--- src/rtl/fwvexrisc_rvfi_trace_fifo.sv ---
// RVFI retirement-trace FIFO: normalises each retired record, checks rvfi_order
// continuity and delivers records in order over valid/ready with drop accounting.
module fwvexrisc_rvfi_trace_fifo #(
   parameter int DEPTH       = 8,
   parameter bit CHECK_ORDER = 1'b1
) (
   input  logic                       clock,
   input  logic                       reset,
   input  logic                       rvfi_valid,
   input  logic [63:0]                rvfi_order,
   input  logic [31:0]                rvfi_insn,
   input  logic                       rvfi_trap,
   input  logic                       rvfi_intr,
   input  logic [4:0]                 rvfi_rd_addr,
   input  logic [31:0]                rvfi_rd_wdata,
   input  logic [31:0]                rvfi_pc_rdata,
   input  logic [31:0]                rvfi_mem_addr,
   input  logic [3:0]                 rvfi_mem_rmask,
   input  logic [3:0]                 rvfi_mem_wmask,
   input  logic [31:0]                rvfi_mem_wdata,
   output logic                       out_valid,
   input  logic                       out_ready,
   output logic [31:0]                out_insn,
   output logic                       out_trap,
   output logic                       out_intr,
   output logic [4:0]                 out_rd_addr,
   output logic [31:0]                out_rd_wdata,
   output logic [31:0]                out_pc,
   output logic [31:0]                out_mem_addr,
   output logic [3:0]                 out_mem_rmask,
   output logic [3:0]                 out_mem_wmask,
   output logic [31:0]                out_mem_data,
   output logic [$clog2(DEPTH):0]     level,
   output logic                       overflow,
   output logic [15:0]                drop_count,
   output logic                       order_err,
   output logic [15:0]                order_err_count
);
   localparam int PW = $clog2(DEPTH);
   localparam int LW = PW + 1;

   typedef struct packed {
      logic [31:0] insn;
      logic        trap;
      logic        intr;
      logic [4:0]  rd_addr;
      logic [31:0] rd_wdata;
      logic [31:0] pc;
      logic [31:0] mem_addr;
      logic [3:0]  mem_rmask;
      logic [3:0]  mem_wmask;
      logic [31:0] mem_data;
   } rec_t;

   rec_t          mem [DEPTH];
   rec_t          in_rec;
   rec_t          head_reg;
   logic [PW-1:0] wr_ptr_reg, rd_ptr_reg, rd_ptr_inc;
   logic [LW-1:0] level_reg;
   logic          overflow_reg;
   logic [15:0]   drop_count_reg;
   logic          pop, push, drop, full, empty;

   assign empty      = (level_reg == '0);
   assign full       = (level_reg == LW'(DEPTH));
   assign pop        = !empty && out_ready;
   assign push       = rvfi_valid && (!full || pop);
   assign drop       = rvfi_valid && full && !pop;
   assign rd_ptr_inc = rd_ptr_reg + PW'(1);

   // Records without a real destination or memory access carry no stale data.
   always_comb begin
      in_rec           = '0;
      in_rec.insn      = rvfi_insn;
      in_rec.trap      = rvfi_trap;
      in_rec.intr      = rvfi_intr;
      in_rec.rd_addr   = rvfi_rd_addr;
      in_rec.rd_wdata  = (rvfi_rd_addr == 5'd0) ? 32'd0 : rvfi_rd_wdata;
      in_rec.pc        = rvfi_pc_rdata;
      in_rec.mem_rmask = rvfi_mem_rmask;
      in_rec.mem_wmask = rvfi_mem_wmask;
      if ((rvfi_mem_rmask != 4'd0) || (rvfi_mem_wmask != 4'd0)) begin
         in_rec.mem_addr = rvfi_mem_addr;
         in_rec.mem_data = rvfi_mem_wdata;
      end
   end

   always_ff @(posedge clock) begin
      if (push && !reset)
         mem[wr_ptr_reg] <= in_rec;
   end

   // Head register: bypass the incoming record when it becomes the head directly,
   // otherwise fetch the next stored entry on a pop.
   always_ff @(posedge clock) begin
      if (reset) begin
         head_reg <= '0;
      end else if (push && (empty || (pop && level_reg == LW'(1)))) begin
         head_reg <= in_rec;
      end else if (pop && level_reg > LW'(1)) begin
         head_reg <= mem[rd_ptr_inc];
      end
   end

   always_ff @(posedge clock) begin
      if (reset) begin
         wr_ptr_reg     <= '0;
         rd_ptr_reg     <= '0;
         level_reg      <= '0;
         overflow_reg   <= 1'b0;
         drop_count_reg <= '0;
      end else begin
         if (push)
            wr_ptr_reg <= wr_ptr_reg + PW'(1);
         if (pop)
            rd_ptr_reg <= rd_ptr_inc;
         if (push && !pop)
            level_reg <= level_reg + LW'(1);
         else if (pop && !push)
            level_reg <= level_reg - LW'(1);
         if (drop) begin
            overflow_reg <= 1'b1;
            if (drop_count_reg != 16'hFFFF)
               drop_count_reg <= drop_count_reg + 16'd1;
         end
      end
   end

   generate
      if (CHECK_ORDER) begin : g_order
         logic [63:0] expected_order_reg;
         logic        order_err_reg;
         logic [15:0] order_err_count_reg;

         // Resynchronise on every retirement so one gap counts once.
         always_ff @(posedge clock) begin
            if (reset) begin
               expected_order_reg  <= '0;
               order_err_reg       <= 1'b0;
               order_err_count_reg <= '0;
            end else if (rvfi_valid) begin
               expected_order_reg <= rvfi_order + 64'd1;
               if (rvfi_order != expected_order_reg) begin
                  order_err_reg <= 1'b1;
                  if (order_err_count_reg != 16'hFFFF)
                     order_err_count_reg <= order_err_count_reg + 16'd1;
               end
            end
         end

         assign order_err       = order_err_reg;
         assign order_err_count = order_err_count_reg;
      end else begin : g_no_order
         assign order_err       = 1'b0;
         assign order_err_count = 16'd0;
      end
   endgenerate

   assign out_valid     = !empty;
   assign out_insn      = head_reg.insn;
   assign out_trap      = head_reg.trap;
   assign out_intr      = head_reg.intr;
   assign out_rd_addr   = head_reg.rd_addr;
   assign out_rd_wdata  = head_reg.rd_wdata;
   assign out_pc        = head_reg.pc;
   assign out_mem_addr  = head_reg.mem_addr;
   assign out_mem_rmask = head_reg.mem_rmask;
   assign out_mem_wmask = head_reg.mem_wmask;
   assign out_mem_data  = head_reg.mem_data;
   assign level         = level_reg;
   assign overflow      = overflow_reg;
   assign drop_count    = drop_count_reg;
endmodule

--- config.mk ---
export PLATFORM = sky130hd
export DESIGN_NAME = fwvexrisc_rvfi_trace_fifo
export DESIGN_NICKNAME = d
export VERILOG_FILES = /design/src/rtl/fwvexrisc_rvfi_trace_fifo.sv
export SDC_FILE = /design/constraint.sdc
export NUM_CORES = 2
export LEC_CHECK = 0
export CAP_MARGIN = 20
export CORE_MARGIN = 8
export CORE_UTILIZATION = 55
export CTS_CLUSTER_DIAMETER = 120
export DETAILED_ROUTE_END_ITERATION = 7
export PLACE_DENSITY = 0.75
export SKIP_CTS_REPAIR_TIMING = 1
export SKIP_LAST_GASP = 1
export SYNTH_ARGS = -nofsm -noshare
export SYNTH_HDL_FRONTEND = slang
export SYNTH_SLANG_ARGS = --single-unit
--- constraint.sdc ---
create_clock -name clock -period 44.3 [get_ports clock]
set_input_delay 8.86 -clock clock [delete_from_list [all_inputs] [get_ports clock]]
set_output_delay 8.86 -clock clock [all_outputs]
set_load 0.01 [all_outputs]
# Word-level counts from Yosys, hierarchy flattened
# Memory sizes are Yosys's and may differ from the RTL's.
# Cells that the tools add are included.
classes:
  add_sub_neg: 7
  n_mul: 0
  div_mod_pow: 0
  n_lt_le_gt_ge: 1
  n_eq_ne: 5
  n_shift: 0
  muxes: 9
  bitwise: 0
  reduce_logical: 27
ops:
  columns: ["op", "n"]
  rows:
  - ["two-way mux 175 bit", 2]
  - ["two-way mux 32 bit", 3]
  - ["adder 64 x 1 -> 64 bit, second input constant", 1]
  - ["inequality test 64 bit", 1]
  - ["adder 16 x 1 -> 16 bit, second input constant", 2]
  - ["inequality test 16 bit, second input constant", 2]
  - ["logical AND 1 bit", 10]
  - ["two-way mux 4 bit", 2]
  - ["nonzero test 4 bit", 2]
  - ["adder 3 x 1 -> 3 bit, second input constant", 2]
  - ["logical NOT 1 bit", 5]
  - ["logical NOT 5 bit", 1]
  - ["adder 4 x 1 -> 4 bit, second input constant", 1]
  - ["== test 4 x 1 -> 1 bit, second input constant", 1]
  - ["== test 4 bit, second input constant", 1]
  - ["greater-than comparator 4 x 1 -> 1 bit, second input constant", 1]
  - ["logical NOT 4 bit", 1]
  - ["AND reduction 2 bit", 2]
  - ["nonzero test 2 bit", 2]
  - ["subtractor 4 x 1 -> 4 bit, second input constant", 1]
  - ["logical OR 1 bit", 3]
  - ["AND reduction 3 bit", 1]
  - ["two-way mux 1 bit", 2]
word_totals:
  register_bits: 283
  latchBits: 0
  mem_bits_rw: 1400
  rom_bits: 0
  input_bits: 243
  out_inout_bits: 214
  memories: 1
memory_table:
  columns: ["memory", "depth", "word_bits", "rd", "rd_ports_with_merged_regs", "wr", "line", "rtl"]
  rows:
  - ["mem", 8, 175, 1, 0, 1, "55", "rec_t mem [DEPTH];"]

# Logic depth before layout (Yosys ltp)
depth:
  ltp_word: 9
  ltp_mapped: 10
  mapped_depth_nobuf: 10

# Least setup slack after synthesis
# No wires, ideal clock.
synth_timing:
  path_kind: "input to register"
  startpoint: "in rvfi_valid"
  endpoint: "mem mem[0][0] (netlist name) (enable)"
  arrival_ns: 21.388
  setup_slack_ns: 21.988
  stages: 4
  n_path_buf: 1
  cell_sequence: "clkbuf_1 nand2b_1 or3_1 nor3_1"
synth_via:
  elab_chain_len: 4
synth_rtl:
  columns: ["item", "line", "rtl"]
  rows:
  - ["from (decl)", "9", "input logic rvfi_valid,"]
  - ["logical AND 1 bit", "67", "assign push = rvfi_valid && (!full || pop);"]
  - ["logical AND 1 bit", "89", "if (push && !reset)"]
  - ["two-way mux 1 bit", "89", null]
  - ["two-way mux 1 bit (not written as such)", "90", "mem[wr_ptr_reg] <= in_rec;"]
  - ["to (decl)", "55", null]
# Every way passes these cells.

# Final worst setup path
layout_timing:
  startpoint: "in out_ready"
  endpoint: "mem mem[4][115] (netlist name) (enable)"
layout_via:
  elab_chain_len: 6
layout_rtl:
  columns: ["item", "line", "rtl"]
  rows:
  - ["from (decl)", "22", "input logic out_ready,"]
  - ["logical AND 1 bit", "66", "assign pop = !empty && out_ready;"]
  - ["logical OR 1 bit", "67", null]
  - ["logical AND 1 bit", "67", null]
  - ["logical AND 1 bit", "89", null]
  - ["two-way mux 1 bit", "89", null]
  - ["two-way mux 1 bit (not written as such)", "90", null]
# Every way passes these cells.

==> run metrics <==
status=completed; Synth top cells by count=edfxtp_1, nand2_1, mux4_2; Crit path required time=44680 ps; Via Count=37900; Avg WL per Cell=27.2 um; Min-Delay Endpoint=overflow$_SDFFE_PP0P_; Fin Clk Skew=29.6 ps; Chip Height=362 um; Synth Register Bits=1683; Yosys Warn Count=0; maxcap violations=0; Tcrit/Tclk final=30.2%; CTS tree=built; Seq/Total Area, Yosys=72.7%; CP Class=input port to flop; Synth Flop Type=edfxtp_1; WHS=469 ps; setup TNS=0 ps; Max IR drop VDD=0.0746 mV; R2R Setup Slk=38800 ps; All-Layer GR Usage=24.8%; Cell Pwr Density=58.8 nW/um2; Via density=6.23; vias in the first global route=38900; share of synthesized flip-flops with an asynchronous set or reset=0%; CP arrival=13740 ps; Post-DP HPWL=92300 um; Avg Inst Size Synth=16.6 um2; most common cell in the netlist=edfxtp_1; max-slew violations=0; Initial Util=55.5%; Antenna Nets Post-Route=0; remaining global-route overflow=0; RSZ-0062 raised after global routing=false; worst min-delay path category=flop to flop; post-synth cell types=49; first-pass GRT wire length=246000 um; initial antenna violation count=18; Syn Std Cell Area=65700 um2; count of input and output buffers=456; max reg flops=1400; Net Count, Synth=4212; GPL Wtd Cong=0.821; share of cells above drive strength 1=15.2%; Max Clock Freq=74.8 MHz; Worst-Skew Late Latency=780 ps; final wirelength=165000 um; post-layout min period=13370 ps; post-synthesis instance total=3959; clock buffer depth=3; Nets=4652; Setup crit end kind=flop; full die area=131000 um2; Sink Count=1683; min-delay src=overflow$_SDFFE_PP0P_; critical path peak fanout=56; LEAKAGE=25.3 nW; Crit Reg-Reg Startpoint=level[0]$_SDFFE_PP0P_; Clock Tree Root=clkbuf_16; Core Region=118000 um2; Worst Reg-to-Reg Cells=9; top cell type's share of synthesized area=64.0%; # DRC=0; drt pass-1 iters=5; RR Endpoint=mem[4][115]$_DFFE_PP_; Post-synth EDFFs=1400; CTS clock-pin slew for the worst setup and hold paths=60 ps; largest cells by area after synthesis=edfxtp_1, mux4_2, dfxtp_1, nand2_1, a21oi_1; hold path cells=1; startpoint types=input port; relative slew slack=23.1%; Area growth syn-to-layout=17.9%; setup violators final=0; H-tree levels=4; TritonCTS buffer count=168; DIE WIDTH=362 um; slew at the pin closest to its max-slew limit=1150 ps; post-synth top area cell=edfxtp_1; final hold vios=0; cell row count=126; I/O Pins=457; initial detailed-routing violation count=3810; largest net degree at the start of global routing=159
==> power by group <==
group | switching [mW] | total [mW] | internal [mW]
clock network | 0.597 | 1.42 | 0.825
registers | 0.0942 | 1.92 | 1.82
logic | 0.647 | 1.21 | 0.567
==> how the worst max path moves through the flow <==
stage	from	endpoint	slack (ps)	cells after the start
finish	out_ready	mem[4][115]$_DFFE_PP_	30930	8
global route	out_ready	mem[4][115]$_DFFE_PP_	30840	8
CTS	out_ready	mem[4][117]$_DFFE_PP_	31010	8
detailed placement	out_ready	mem[4][109]$_DFFE_PP_	30210	8
global placement	out_ready	mem[4][116]$_DFFE_PP_	30250	8
floorplan	rvfi_valid	mem[0][0]$_DFFE_PP_	21990	4
==> routing by layer <==
layer  vias to the layer above  routed length (um)  GRT usage, %  share of wire (%)
met1                     19500               65300          33.4                 40
met2                      1825               79100          39.7                 48
met5                         -                  94             0              0.057
met4                        14                5200          8.79                3.1
met3                       281               15700          6.26                9.5
li1                      16300                   -             -                  -
==> cells in the final DEF, fill, tap and decap left out, types with 5 or more instances in the layout <==
cell type and n:
edfxtp_1 1400, nand2_1 465, clkdlybuf4s50_1 454, mux4_2 350, dfxtp_1 282, nor2_1 218, a21oi_1 198, clkbuf_16 172
a221oi_1 103, xor2_1 97, o21ai_0 94, inv_1 84, a31oi_1 72, a211oi_1 57, buf_4 47, nand3_1 42
xnor2_1 38, nand4_1 35, and2_1 33, clkbuf_1 31, clkinv_1 29, clkinv_2 25, or3_1 23, nor4_1 21
clkbuf_8 16, bufinv_16 14, nor3_1 13, and4_1 10, ha_1 9, nor2_4 8, and3_1 8, inv_6 7
diode_2 6, buf_12 6, mux2i_1 5, a311oi_1 5, nor2b_1 5, clkinvlp_4 5
==> cell type report <==
cell class,instances,area (um2)
Antenna cell,6,15.0
Clock buffer,219,4640
Tap cell,1536,1920
Multi-Input combinational cell,1953,16800
Timing Repair Buffer,509,5060
Fill cell,7882,40800
Clock inverter,93,947
Sequential cell,1683,47700
Inverter,84,315
==> metrics by stage <==
step           util (%)  worst slack, ps  power [mW]  cell area [um2]  std cells
2_1_floorplan         -            21990        2.71            65700       3959
3_3_place_gp       60.7            30250        3.14            71800       5763
3_5_place_dp       60.7            30210        3.16            71800       5764
4_1_cts            65.4            31010        4.58            77400       6076
5_1_grt            65.5            30840        4.72            77400       6081
6_report           65.5            30930        4.55            77400       6083
==> worst max-delay path, stage by stage <==
cell	delay [ps]
clkdlybuf4s50_1	670
nor4bb_1	120
nand2b_1	230
or3_1	510
nor2_4	710
buf_4	770
buf_4	890
buf_4	770
==> kinds of logic (layout without fill, tap and decap cells) <==
| kind of cell | count (synthesis) | count (layout) | synth area share [%] |
|---|---|---|---|
| other | 0 | 6 | 0 |
| and+or+nand+nor | 906 | 906 | 6.05 |
| DFF | 1683 | 1683 | 72.7 |
| AOI/OAI and AO/OA | 541 | 541 | 5.15 |
| adders and majority gates | 10 | 10 | 0.191 |
| buffers and inverters | 323 | 905 | 1.96 |
| xor gates and xnor gates | 137 | 137 | 1.83 |
| muxes | 359 | 359 | 12.2 |
Note: power is estimated with default switching activity, not from simulation.
